`config.mk`:
```
export PLATFORM = sky130hd
export DESIGN_NAME = fifo_ctrl
export DESIGN_NICKNAME = d
export VERILOG_FILES = /design/src/rtl/fifo_ctrl.sv
export SDC_FILE = /design/constraint.sdc
export NUM_CORES = 1
export LEC_CHECK = 0
export BUFFER_PORTS_ARGS = -buffer_cell sky130_fd_sc_hd__buf_4
export CORE_MARGIN = 4
export CORE_UTILIZATION = 35
export CTS_CLUSTER_SIZE = 16
export DETAILED_ROUTE_END_ITERATION = 16
export PLACE_DENSITY = 0.74
export SLEW_MARGIN = 25
export SYNTH_ARGS = -nofsm -noshare
export SYNTH_HDL_FRONTEND = slang
export SYNTH_SLANG_ARGS = --single-unit
```
`constraint.sdc`:
```
create_clock -name clk -period 1.6 [get_ports clk]
set_input_delay 0.32 -clock clk [delete_from_list [all_inputs] [get_ports clk]]
set_output_delay 0.32 -clock clk [all_outputs]
set_load 0.05 [all_outputs]
```
`src/rtl/fifo_ctrl.sv`:
```
// fifo_ctrl: pointer, occupancy and flag sequencer for a one-access-per-cycle
// FIFO memory. It arbitrates push/pop requesters so that at most one memory strobe is high.
// Ports:
//   clk, rst                  clock, async active-high reset
//   push_req/push_data        push requester in
//   push_ack                  push grant, combinational
//   pop_req                   pop requester in
//   pop_ack                   pop grant, combinational
//   pop_valid, pop_data       registered read result
//   count/full/empty/almost_full  registered occupancy and flags
//   mem_wr_fifo, mem_rd_fifo  memory strobes, never both high
//   mem_wr_addr, mem_rd_addr  memory addresses
//   mem_wr_data, mem_rd_data  memory data paths
module fifo_ctrl #(
  parameter int DATA_SIZE  = 16,
  parameter int ADDR_DEPTH = 16,
  parameter int AF_LEVEL   = 12
) (
  input  logic                            clk,
  input  logic                            rst,
  input  logic                            push_req,
  input  logic [DATA_SIZE-1:0]            push_data,
  output logic                            push_ack,
  input  logic                            pop_req,
  output logic                            pop_ack,
  output logic                            pop_valid,
  output logic [DATA_SIZE-1:0]            pop_data,
  output logic [$clog2(ADDR_DEPTH+1)-1:0] count,
  output logic                            full,
  output logic                            empty,
  output logic                            almost_full,
  output logic                            mem_wr_fifo,
  output logic                            mem_rd_fifo,
  output logic [ADDR_DEPTH-1:0]           mem_wr_addr,
  output logic [ADDR_DEPTH-1:0]           mem_rd_addr,
  output logic [DATA_SIZE-1:0]            mem_wr_data,
  input  logic [DATA_SIZE-1:0]            mem_rd_data
);

  localparam int CNT_W = $clog2(ADDR_DEPTH+1);
  localparam int PTR_W = $clog2(ADDR_DEPTH);

  localparam logic [PTR_W-1:0] PTR_LAST = PTR_W'(ADDR_DEPTH-1);
  localparam logic [CNT_W-1:0] CNT_FULL = CNT_W'(ADDR_DEPTH);
  localparam logic [CNT_W-1:0] CNT_AF   = CNT_W'(AF_LEVEL);

  logic [PTR_W-1:0] wr_ptr_q, wr_ptr_d;
  logic [PTR_W-1:0] rd_ptr_q, rd_ptr_d;
  logic [CNT_W-1:0] count_q, count_d;
  logic             full_q, empty_q, af_q;
  logic             pop_valid_q;
  logic             prio_pop_q;

  logic push_ok, pop_ok, contest;
  logic gnt_push, gnt_pop;

  assign push_ok = push_req & ~full_q;
  assign pop_ok  = pop_req & ~empty_q;
  assign contest = push_ok & pop_ok;

  // On a contest the side holding priority wins.
  assign gnt_pop  = pop_ok & (~push_ok | prio_pop_q);
  assign gnt_push = push_ok & (~pop_ok | ~prio_pop_q);

  always_comb begin
    wr_ptr_d = wr_ptr_q;
    rd_ptr_d = rd_ptr_q;
    count_d  = count_q;
    if (gnt_push) begin
      wr_ptr_d = (wr_ptr_q == PTR_LAST) ? '0 : wr_ptr_q + 1'b1;
      count_d  = count_q + 1'b1;
    end
    if (gnt_pop) begin
      rd_ptr_d = (rd_ptr_q == PTR_LAST) ? '0 : rd_ptr_q + 1'b1;
      count_d  = count_q - 1'b1;
    end
  end

  always_ff @(posedge clk or posedge rst) begin
    if (rst) begin
      wr_ptr_q    <= '0;
      rd_ptr_q    <= '0;
      count_q     <= '0;
      full_q      <= 1'b0;
      empty_q     <= 1'b1;
      af_q        <= 1'b0;
      pop_valid_q <= 1'b0;
      prio_pop_q  <= 1'b1;
    end else begin
      wr_ptr_q    <= wr_ptr_d;
      rd_ptr_q    <= rd_ptr_d;
      count_q     <= count_d;
      full_q      <= (count_d == CNT_FULL);
      empty_q     <= (count_d == '0);
      af_q        <= (count_d >= CNT_AF);
      pop_valid_q <= gnt_pop;
      if (contest)
        prio_pop_q <= ~prio_pop_q;
    end
  end

  assign push_ack    = gnt_push;
  assign pop_ack     = gnt_pop;
  assign mem_wr_fifo = gnt_push;
  assign mem_rd_fifo = gnt_pop;
  assign mem_wr_addr = ADDR_DEPTH'(wr_ptr_q);
  assign mem_rd_addr = ADDR_DEPTH'(rd_ptr_q);
  assign mem_wr_data = push_data;
  assign pop_data    = mem_rd_data;
  assign pop_valid   = pop_valid_q;
  assign count       = count_q;
  assign full        = full_q;
  assign empty       = empty_q;
  assign almost_full = af_q;

endmodule

```
---- Word level (Yosys, flattened, before mapping) ----
Index checks and enable logic that the tools add are counted.
operators by class
  bitwise gates (word level) .............. 12
  muxes and demuxes ....................... 4
  reductions and logical operators ........ 1
  magnitude comparators ................... 1
  equality and inequality tests ........... 3
  add/subtract/negate cells ............... 4
operators with widths
  cell                                                                                 count
  5-bit 2-to-1 mux                                                                     2
  4-bit by 1-bit adder with 4-bit output, second input constant                        2
  4-bit equality test, second input constant                                           2
  4-bit 2-to-1 mux                                                                     2
  5-bit by 1-bit adder with 5-bit output, second input constant                        1
  1-bit bitwise AND                                                                    5
  5-bit equality test, second input constant                                           1
  5-bit by 4-bit greater-or-equal comparator with 1-bit output, second input constant  1
  5-bit zero test                                                                      1
  1-bit NOT                                                                            5
  5-bit by 1-bit subtractor with 5-bit output, second input constant                   1
  1-bit OR                                                                             2
storage, ports and cells
  register bits ........................... 18
  word-level logic and storage cells ...... 33
  output and inout bits ................... 77
  input port bits ......................... 36

---- Depth between registers and ports, before layout ----
  depth after elaboration ................. 8
  mapped depth ............................ 7

---- Worst setup path after synthesis ----
OpenSTA, ideal clock, no wires.
  path kind ............................... register to register
  start point ............................. register count_q[0] (netlist: count[0])
  end point ............................... register full_q (netlist: full)
  data arrival time ....................... 1.912 ns
  slack ................................... -0.393 ns
  stages on the path, launching flop included .. 6
  library setup time ...................... 0.081 ns
  path buffers ............................ 0
  data required time ...................... 1.519 ns
  cells stage by stage .................... dfrtp_1 -> inv_1 -> ha_1 -> or3_1 -> a31o_2 -> nor3b_2
on the way
  cells in the longest elaborated chain, start to end .. 4
RTL lines
  element                                 RTL line  RTL
  from (decl)                             49        logic [CNT_W-1:0] count_q, count_d;
  from (signal assigned)                  92        count_q <= count_d;
  5-bit by 1-bit adder with 5-bit output  71        count_d = count_q + 1'b1;
  5-bit 2-to-1 mux                        69        if (gnt_push) begin
  5-bit 2-to-1 mux *                      73        if (gnt_pop) begin
  5-bit equality test *                   93        full_q <= (count_d == CNT_FULL);
  to (signal assigned)                    93
  to (decl)                               50        logic full_q, empty_q, af_q;
Mark *: on every way between the ends. The rest lies on a longest branch, timed or not.
A chain may end at the register's enable or synchronous reset.

---- Worst setup path in the final report ----
  start point ............................. register empty_q (netlist: empty)
  end point ............................... register full_q (netlist: full)
on the way
  cells in the longest elaborated chain, start to end .. 8
RTL lines
  element                 RTL line  RTL
  from (decl)             50
  from (signal assigned)  94        empty_q <= (count_d == '0);
  1-bit NOT *             58        assign pop_ok = pop_req & ~empty_q;
  1-bit bitwise AND *     58
  1-bit NOT               63        assign gnt_push = push_ok & (~pop_ok | ~prio_pop_q);
  1-bit OR                63
  1-bit bitwise AND       63
  5-bit 2-to-1 mux        69
  5-bit 2-to-1 mux *      73
  5-bit equality test *   93
Marked as above.

==> flow_summary.json <==
{
  "portBuffers": 24,
  "die_area_um2": 4900,
  "power.density_nw_per_um2": 2510,
  "routed.top_layer": "met4",
  "reg2reg_from": "empty$_DFF_PP1_",
  "hold_path.class": "input port to asynchronous set/reset pin",
  "grt_pass1_vias": 862,
  "gp_congestion": 0.778,
  "insertion_delay_ns": 0.26,
  "regToRegEndpoint": "full$_DFF_PP0_",
  "clock_path_buffers": 2,
  "hold_violations": 0,
  "rsz0062_at_grt": "yes",
  "ios": 113,
  "yosys.area.top_type": "buf_4",
  "grt_pass1_wl_um": 4030,
  "power.internal_mw": 1.84,
  "n_antenna_cell": 0,
  "crit_required_ns": 1.78,
  "clkSinkCount": 18,
  "grt_max_degree": 19,
  "clk_pin_slew_ns": 0.07,
  "synthDominantCellAreaShare_pct": 32.4,
  "switching_power_mw": 2.03,
  "holdBufCountCts": 0,
  "routed_via_density": 4.36,
  "fin_util_pct": 41.9,
  "failed_checks": "setup timing",
  "cts_buffers": 3,
  "area_growth_pct": 14.8,
  "crit_arrival_ns": 1.96,
  "wl_per_cell_um": 12.9,
  "end_kind": "flip-flop",
  "status": "complete, but fails checks",
  "p_clk_share_pct": 8.5,
  "holdWs_ns": 0.0765,
  "syn_avg_cell_area_um2": 9.54,
  "setup_ws_ns": -0.178,
  "synth_area_um2": 1350,
  "maxCapViolCount": 0,
  "cp-start-kind": "flip-flop",
  "power_frac_comb_pct": 67.1,
  "finalMaxSlewViolations": 0,
  "ys.flop_type": "dfrtp_1",
  "finClkSkew_ns": 0.00483,
  "routed_wl_um": 2590,
  "yosysMostFrequentCell": "buf_4",
  "cts_tree": "built",
  "ctsHtreeMaxLevel": 1,
  "yosysSeqAreaShare_pct": 33.7,
  "dieHeight_um": 70.0,
  "drtIter0Drc": 17,
  "drtAntennaViolNets": 0,
  "path_max_fanout": 3,
  "wl_met2_um": 1400,
  "leakagePower_nw": 0.760,
  "drt-pass1-iter-count": 4,
  "wl_met3_um": 154,
  "fin_crit_ns": 1.78,
  "yosysUniqueCellTypes": 36,
  "place_inst": 192,
  "fin_nets": 194,
  "fmax_mhz": 563,
  "initial_core_util_pct": 36.5,
  "core_um2": 3690,
  "crit_type": "flip-flop to flip-flop",
  "synth_edf_count": 0,
  "p_sw_share_pct": 52.5,
  "fin_crit_sh_pct": 111,
  "layout-drive-gt1-share_pct": 43.8,
  "drc": 0,
  "grt_overflow": 0,
  "synth.area.top_cells": "buf_4, dfrtp_1, dfstp_2",
  "dpl_cell_area_um2": 1360,
  "ys_async_sr_fraction_pct": 100,
  "rrSetupSlack_ns": -0.18,
  "r2r_cells": 6,
  "power_mw": 3.88,
  "track_usage_pct": 10.2,
  "yosysWarnings": 0,
  "p_seq_share_pct": 24.4,
  "ir_drop_uv": 953,
  "synth_common_cells": "buf_4, dfrtp_1, nand2_1",
  "setup_viol": 7,
  "met1Wirelength_um": 987,
  "synth_seq_cells": 18,
  "die_width_um": 70.0,
  "via_count": 877,
  "row_count": 22,
  "hpwl_um": 1900,
  "antenna_found_initial": 0,
  "syn-instance-count": 141,
  "cts-root-buf": "clkbuf_8",
  "finish.instance_area_um2": 1540,
  "instances_no_fill": 201
}
## worst max-delay path, stage by stage (launching register included)
cell	delay (ns)
dfstp_2	0.53
and3b_1	0.19
nand2b_4	0.17
buf_6	0.14
or3_1	0.30
a31o_2	0.23
nor3b_2	0.15
## layer usage
layer  track usage [%]  vias to the layer above
met4              5.11                        0
met3              2.16                       10
met5                 0                        -
li1                  -                      411
met1              12.4                      426
met2              16.8                       30
## worst max path at each step
| stage | startpoint | end | slack (ns) | depth (start not counted) |
|---|---|---|---|---|
| after floorplan | empty$_DFF_PP1_ | full$_DFF_PP0_ | -0.25 | 6 |
| after global placement | empty$_DFF_PP1_ | full$_DFF_PP0_ | -0.03 | 5 |
| after detailed placement | prio_pop_q$_DFFE_PP1P_ | full$_DFF_PP0_ | -0.07 | 6 |
| after CTS | empty$_DFF_PP1_ | full$_DFF_PP0_ | -0.17 | 6 |
| after global routing | empty$_DFF_PP1_ | full$_DFF_PP0_ | -0.25 | 6 |
| final | empty$_DFF_PP1_ | full$_DFF_PP0_ | -0.18 | 6 |
## power groups by stage
stage	Clock, mW	Combinational (mW)	Sequential [mW]
global route	0.356	2.75	0.985
CTS	0.340	2.53	0.919
global placement	0	2.34	0.925
floorplan	0	1.18	1.61
detailed placement	0	2.38	0.928
finish	0.330	2.60	0.946
## repair_timing
item | CTS | global route
pin swaps | 3 | 6
gates resized for setup | 12 | 8
buffers inserted | 5 | 0
setup endpoints to repair | 7 | 13
## metrics by stage
| stage | setup TNS, ns | worst slack (ns) |
|---|---|---|
| after global routing | -1.44 | -0.246 |
| final | -0.999 | -0.178 |
| after detailed placement | -0.0948 | -0.0662 |
| after floorplan | -1.04 | -0.254 |
| after global placement | -0.0255 | -0.0255 |
| after CTS | -1.04 | -0.174 |
## state kept, by name, summed over array words and instances (netlist names)
register	flops
prio_pop_q	1
wr_ptr_q	4
empty	1
pop_valid	1
count	5
almost_full	1
full	1
rd_ptr_q	4
## kinds of logic after synthesis
kind of cell	after synthesis	share of synthesized area (%)
AOI/OAI and AO/OA	18	9.58
and+or+nand+nor	28	12.6
muxes	1	0.837
xor gates and xnor gates	7	5.12
adders and majority gates	4	3.72
DFF	18	33.7
other	1	0.279
buffers and inverters	64	34.2
## cell usage in the layout (no fill, tap or decap), types with 2 or more instances in the layout
cell type	instances
a21o_1	3
a21oi_1	2
a311oi_2	2
buf_4	35
buf_6	6
buf_8	2
clkbuf_8	3
conb_1	24
dfrtp_1	14
dfrtp_2	2
dfstp_2	2
ha_1	4
inv_1	4
nand2_1	9
nand3_1	3
nand4_1	2
o21ai_0	2
o21ai_1	3
or3_1	2
xnor2_1	3
## layout make-up
type	count	area, µm²
multi-input cells	82	591
well taps	48	60.1
clock buffers	4	45.0
inverters	6	32.5
repair buffers	43	360
fillers	378	2140
flip-flops and latches	18	455
Note: power is estimated with default switching activity, not from simulation.
